`src/rtl/dmem_arbiter_pkg.sv`:
```
// ============================================================================
//  Module   : dmem_arbiter_pkg
//  Brief    : Shared data-memory types and the request record used by the
//             data-memory arbiter and its tie-break helper.
//  Revision : 1.0 - initial release
// ============================================================================
`default_nettype none

package dmem_arbiter_pkg;

  // Data word and byte-address widths used across the datapath.
  typedef logic [31:0] DataPath;
  typedef logic [31:0] DataAddrPath;

  // Requester identity, also the encoding of the last-grant pointer.
  typedef enum logic {
    DMEM_PORT_CORE = 1'b0,
    DMEM_PORT_DBG  = 1'b1
  } DMemArbPort;

  // One requester's view of a memory access.
  typedef struct packed {
    logic        req;
    logic        we;
    DataAddrPath addr;
    DataPath     wdata;
  } DMemReq;

  // Value presented to the memory when nobody is granted.
  localparam DMemReq c_idleReq = '0;

endpackage

`default_nettype wire

```
`src/rtl/dmem_arb_pick.sv`:
```
// ============================================================================
//  Module   : dmem_arb_pick
//  Brief    : Combinational tie-break for the two data-memory requesters.
//             Produces a one-hot grant {port1, port0} from the requests, the
//             last-grant pointer and the starvation flag.
//             Build option: DMEM_ARB_ROUND_ROBIN_EN selects round-robin ties.
//  Revision : 1.0 - initial release
// ============================================================================
`default_nettype none

module dmem_arb_pick
  import dmem_arbiter_pkg::*;
(
  input  logic       i_req0,
  input  logic       i_req1,
  input  DMemArbPort i_lastGrant,
  input  logic       i_starved,
  output logic [1:0] o_grant
);

  logic w_dbgWinsTie;

`ifdef DMEM_ARB_ROUND_ROBIN_EN
  // Round-robin: the port that was not granted most recently wins a tie.
  logic w_unusedStarved;
  assign w_unusedStarved = i_starved;
  assign w_dbgWinsTie    = (i_lastGrant == DMEM_PORT_CORE);
`else
  // Fixed priority: core wins ties unless the debug port has been starved.
  logic w_unusedLastGrant;
  assign w_unusedLastGrant = i_lastGrant;
  assign w_dbgWinsTie      = i_starved;
`endif

  // One-hot grant: a lone requester always wins, a tie uses the rule above.
  always_comb begin
    o_grant = 2'b00;
    if (i_req0 && i_req1) begin
      o_grant = w_dbgWinsTie ? 2'b10 : 2'b01;
    end else if (i_req0) begin
      o_grant = 2'b01;
    end else if (i_req1) begin
      o_grant = 2'b10;
    end
  end

endmodule

`default_nettype wire

```
`src/rtl/dmem_arbiter.sv`:
```
// ============================================================================
//  Module   : dmem_arbiter
//  Brief    : Shares the single-port data memory between the core (port 0)
//             and the debug/DMA loader (port 1). One access per cycle; read
//             data is returned to the granted port one cycle after the grant.
//             Build option: DMEM_ARB_ROUND_ROBIN_EN selects round-robin ties
//             instead of fixed priority with a starvation guard.
//  Revision : 1.0 - initial release
// ============================================================================
`default_nettype none

module dmem_arbiter
  import dmem_arbiter_pkg::*;
#(
  parameter int MAX_WAIT   = 8,
  parameter int WAIT_WIDTH = 4
) (
  input  logic        clk,
  input  logic        rst,
  input  logic        req0,
  input  logic        req1,
  input  logic        we0,
  input  logic        we1,
  input  DataAddrPath addr0,
  input  DataAddrPath addr1,
  input  DataPath     wdata0,
  input  DataPath     wdata1,
  output logic        gnt0,
  output logic        gnt1,
  output logic        rvalid0,
  output logic        rvalid1,
  output DataPath     rdata0,
  output DataPath     rdata1,
  output DataAddrPath mem_addr,
  output DataPath     mem_wdata,
  output logic        mem_we,
  input  DataPath     mem_rdata
);

  localparam logic [WAIT_WIDTH-1:0] c_maxWait = WAIT_WIDTH'(MAX_WAIT);

  DMemReq                w_port0;
  DMemReq                w_port1;
  DMemReq                w_granted;
  logic [1:0]            w_pick;
  logic                  w_starved;
  logic                  w_unusedReq;
  logic [1:0]            r_rdOwner;    // one-hot owner of the read in flight
  DMemArbPort            r_lastGrant;
  logic [WAIT_WIDTH-1:0] r_waitCnt;

  assign w_port0 = '{req: req0, we: we0, addr: addr0, wdata: wdata0};
  assign w_port1 = '{req: req1, we: we1, addr: addr1, wdata: wdata1};

  assign w_starved = (r_waitCnt == c_maxWait);

  dmem_arb_pick u_pick (
    .i_req0      (req0),
    .i_req1      (req1),
    .i_lastGrant (r_lastGrant),
    .i_starved   (w_starved),
    .o_grant     (w_pick)
  );

  // Grants are suppressed while reset is asserted, so nothing reaches memory.
  assign gnt0 = rst & w_pick[0];
  assign gnt1 = rst & w_pick[1];

  // Steer the granted port's access onto the memory; idle drives all zeros.
  always_comb begin
    w_granted = c_idleReq;
    if (gnt0) begin
      w_granted = w_port0;
    end else if (gnt1) begin
      w_granted = w_port1;
    end
  end

  assign mem_addr    = w_granted.addr;
  assign mem_wdata   = w_granted.wdata;
  assign mem_we      = w_granted.we;
  assign w_unusedReq = w_granted.req;

  // Remember which port owns the read whose data returns next cycle.
  always_ff @(posedge clk) begin
    if (!rst) begin
      r_rdOwner <= 2'b00;
    end else begin
      r_rdOwner <= {gnt1 & ~we1, gnt0 & ~we0};
    end
  end

  // A reset in the return cycle drops the read result immediately.
  assign rvalid0 = rst & r_rdOwner[0];
  assign rvalid1 = rst & r_rdOwner[1];
  assign rdata0  = mem_rdata;
  assign rdata1  = mem_rdata;

  // Track the most recently granted port; after reset port 0 is favoured.
  always_ff @(posedge clk) begin
    if (!rst) begin
      r_lastGrant <= DMEM_PORT_DBG;
    end else if (gnt0) begin
      r_lastGrant <= DMEM_PORT_CORE;
    end else if (gnt1) begin
      r_lastGrant <= DMEM_PORT_DBG;
    end
  end

`ifdef DMEM_ARB_ROUND_ROBIN_EN
  // Round-robin needs no starvation guard; the counter stays at zero.
  always_ff @(posedge clk) begin
    r_waitCnt <= '0;
  end
`else
  // Count cycles port 1 waits while asking; saturate so it wins the next tie.
  always_ff @(posedge clk) begin
    if (!rst || !req1 || gnt1) begin
      r_waitCnt <= '0;
    end else if (r_waitCnt != c_maxWait) begin
      r_waitCnt <= r_waitCnt + WAIT_WIDTH'(1);
    end
  end
`endif

endmodule

`default_nettype wire

```
`config.mk`:
```
export PLATFORM = sky130hd
export DESIGN_NAME = dmem_arbiter
export DESIGN_NICKNAME = d
export VERILOG_FILES = /design/src/rtl/dmem_arbiter_pkg.sv /design/src/rtl/dmem_arb_pick.sv /design/src/rtl/dmem_arbiter.sv
export SDC_FILE = /design/constraint.sdc
export NUM_CORES = 1
export LEC_CHECK = 0
export CORE_AREA = 2 2 117 119
export DETAILED_ROUTE_END_ITERATION = 16
export DIE_AREA = 0 0 119 121
export GPL_ROUTABILITY_DRIVEN = 0
export REMOVE_ABC_BUFFERS = 1
export SYNTH_ARGS = -nofsm -noshare
export SYNTH_HDL_FRONTEND = slang
export SYNTH_SLANG_ARGS = --single-unit
```
`constraint.sdc`:
```
create_clock -name clk -period 2.3 [get_ports clk]
set_input_delay 0.46 -clock clk [delete_from_list [all_inputs] [get_ports clk]]
set_output_delay 0.46 -clock clk [all_outputs]
set_load 0.05 [all_outputs]
```
==> summary.md <==
| Metric | Value |
|---|---|
| Status | finished clean |
| Leakage | 1.89 nW |
| H-tree depth | 1 |
| Pwr Density | 320 mW/mm^2 |
| Worst setup SP type | register |
| DR vias | 2059 |
| Worst Path Required | 1.84 ns |
| Finished Cell Area | 0.00459 sq mm |
| Post-DR vias/cell | 4.14 |
| Clock slew seen by the registers of the worst setup and hold paths | 0.03 ns |
| Setup Slack @ Placement | -0.121 ns |
| Clk_lat worst skew | 0.23 ns |
| Iter 0 DRT Violations | 30 |
| Port Buffers | 202 |
| Max-slew headroom | 84.9% |
| Gate Count Post-Synth | 171 |
| CP Capture Type | output port |
| Final Skew | 0.000332 ns |
| Sequential share of the synthesized area | 8.41% |
| Reg2reg end | r_rdOwner[0]$_SDFF_PN0_ |
| Worst R2R Start | r_waitCnt[1]$_SDFFE_PP0P_ |
| Min Tclk post-route | 2.25 ns |
| Cell Rows | 42 |
| RSZ-0062 raised after global routing | no |
| Diodes inserted | 0 |
| TritonCTS buffer count | 3 |
| Initial antenna violation count | 1 |
| Layout cells sized above 1 | 43.6% |
| Vias in the first global route | 2210 |
| Setup crit end | mem_addr[31] |
| Register area | 123 sq um |
| Period utilization | 97.8% |
| IO Count | 299 |
| CP startpoint | r_waitCnt[0]$_SDFFE_PP0P_ |
| Gr ovfl total | 0 |
| R2R Setup Slk | 0.92 ns |
| Final Hold Viols | 0 |
| Final setup TNS | 0 ns |
| Total GRT Usage | 15.0% |
| Starting Density | 10.9% |
| Post-Route WL | 12600 um |
| Antenna-violating nets left | 0 |
| Hold WC Path Type | register to register |
| WHS Path Cells | 2 |
| Met1 usage | 17.2% |
| Largest net degree at the start of global routing | 49 |
| Syn_area_per_cell | 8.36 sq um |
| CTS Buffer Depth | 2 |
| Worst EP arrival | 1.79 ns |
| Synth cell types | 17 |
| Yosys warnings | 0 |
| Synthesized flop and latch total | 6 |
| Critical path class | register to output port |
| Maximum clock frequency | 445 MHz |
| Clk sink count | 6 |
| Synth-to-Final Area Change | 221% |
| Total of max-cap violations | 0 |
| Slew @ Worst Pin | 0.226 ns |
| Avg WL per Cell | 25.3 um |
| Remaining DRCs | 0 |
| GR Layer Usage met3 | 13.0% |
| Die area | 0.0144 sq mm |
| CTS tree | built |
| Max-slew violations | 0 |
| Dpl cell area | 0.00388 sq mm |
| Met2 global-route usage | 21.2% |
| Die height | 121 um |
| Synth top area share | 39.8% |
| Fillers | 1290 |
| Root Driver | clkbuf_16 |
| First-pass GRT wire length | 15400 um |
| Cell Area, Synth | 0.00143 sq mm |
| FF-to-FF path depth | 6 |
| Final setup margin | 0.0503 ns |
| DR pass1 iterations | 4 |
| Top area cells in the synthesized netlist | a22o_1 (40%), buf_4 (36%), dfxtp_1 (8.4%) |
| Setup violators final | 0 |
| Top Usage Layer GRT | met2 |
| Layout net count | 491 |
| Core Region | 0.0131 sq mm |
| Synth area leader | a22o_1 |
| Multi-input gate area | 0.00105 sq mm |
| DIE WIDTH | 119 um |
| Maximum vdd drop | 0.000155 V |
| Critical path peak fanout | 5 |
| Dpl hpwl | 9580 um |
through the flow:
stage	hold slack, ns	utilization, %	instances	total power [mW]
2_1_floorplan	0.453	-	93	0.462
3_3_place_gp	0.459	29.7	479	1.07
3_5_place_dp	0.478	29.7	479	1.07
4_1_cts	0.434	32.1	489	1.41
5_1_grt	0.545	35.1	497	1.51
6_report	0.523	35.1	497	1.47
how the worst min path moves through the flow:
stage	from	end	slack, ns
finish	r_waitCnt[0]$_SDFFE_PP0P_	r_waitCnt[0]$_SDFFE_PP0P_	0.52
global route	r_waitCnt[0]$_SDFFE_PP0P_	r_waitCnt[0]$_SDFFE_PP0P_	0.54
CTS	r_waitCnt[0]$_SDFFE_PP0P_	r_waitCnt[0]$_SDFFE_PP0P_	0.43
detailed placement	r_waitCnt[0]$_SDFFE_PP0P_	r_waitCnt[0]$_SDFFE_PP0P_	0.48
global placement	r_waitCnt[0]$_SDFFE_PP0P_	r_waitCnt[0]$_SDFFE_PP0P_	0.46
floorplan	r_waitCnt[0]$_SDFFE_PP0P_	r_waitCnt[0]$_SDFFE_PP0P_	0.45
cells in the final DEF, fill, tap and decap left out, drive strengths merged:
master and instances:
inv 4, ha 2, clkbuf 8, xor2 1, nor2b 2, clkdlybuf4s50 130, dfxtp 6, nand2 2
and2 2, o211a 1, nor3 4, xnor2 1, dlygate4sd2 3, nand3b 1, nand3 1, buf 87
a22o 65, a21oi 1
critical path, stage by stage, from the launching register on:
cell	delay, ns
dfxtp_2	0.33
inv_2	0.05
ha_4	0.15
nand3b_4	0.10
a21oi_4	0.07
buf_6	0.13
buf_8	0.14
clkbuf_16	0.16
a22o_4	0.26
buf_12	0.14
layout make-up:
cell class                      instances  area share [%]
Timing Repair Buffer                  225            67.6
Multi-Input combinational cell         83            23.0
Tap cell                              176            4.80
Sequential cell                         6            2.67
Clock buffer                            3            1.64
Inverter                                4           0.327
where the power goes:
group	internal (mW)	total, mW	switching (mW)
clock network	0.223	0.286	0.0627
registers	0.107	0.108	0.00104
logic	0.601	1.08	0.474
total	0.932	1.47	0.538
Yosys cell counts:
cell / number
buf_4: 68
nand2_1: 2
nand3b_4: 1
ha_1: 2
nor2b_1: 2
dfxtp_1: 6
nor3_1: 4
xnor2_1: 1
o211a_1: 1
a22o_1: 65
inv_1: 4
buf_2: 6
nand3_1: 1
buf_6: 4
and2_1: 2
xor2_1: 1
a21oi_2: 1
cell families after synthesis:
family | count (synthesis) | share of synthesized area, %
xor gates and xnor gates | 2 | 1.23
and+or+nand+nor | 12 | 5.43
buffers and inverters | 82 | 42.0
adders and majority gates | 2 | 1.75
DFF | 6 | 8.41
AOI/OAI and AO/OA | 67 | 41.2
metal layers:
metal  wire length, um  up-vias
li1                  -      873
met1              5160      966
met2              5170      209
met3              2110        9
met4                85        2
met5                67        -
flip-flops by register name (all words and copies together) (netlist names):
signal and count:
r_rdOwner 2, r_waitCnt 4
timing repair:
action                     4_1_cts  5_1_grt
setup buffers                    4        3
cloned                           3        5
setup endpoints to repair       65       65
gates resized for setup         27       32
pin swaps                       16       10
hold buffers                     0        0
(Power assumes the default switching activity.)
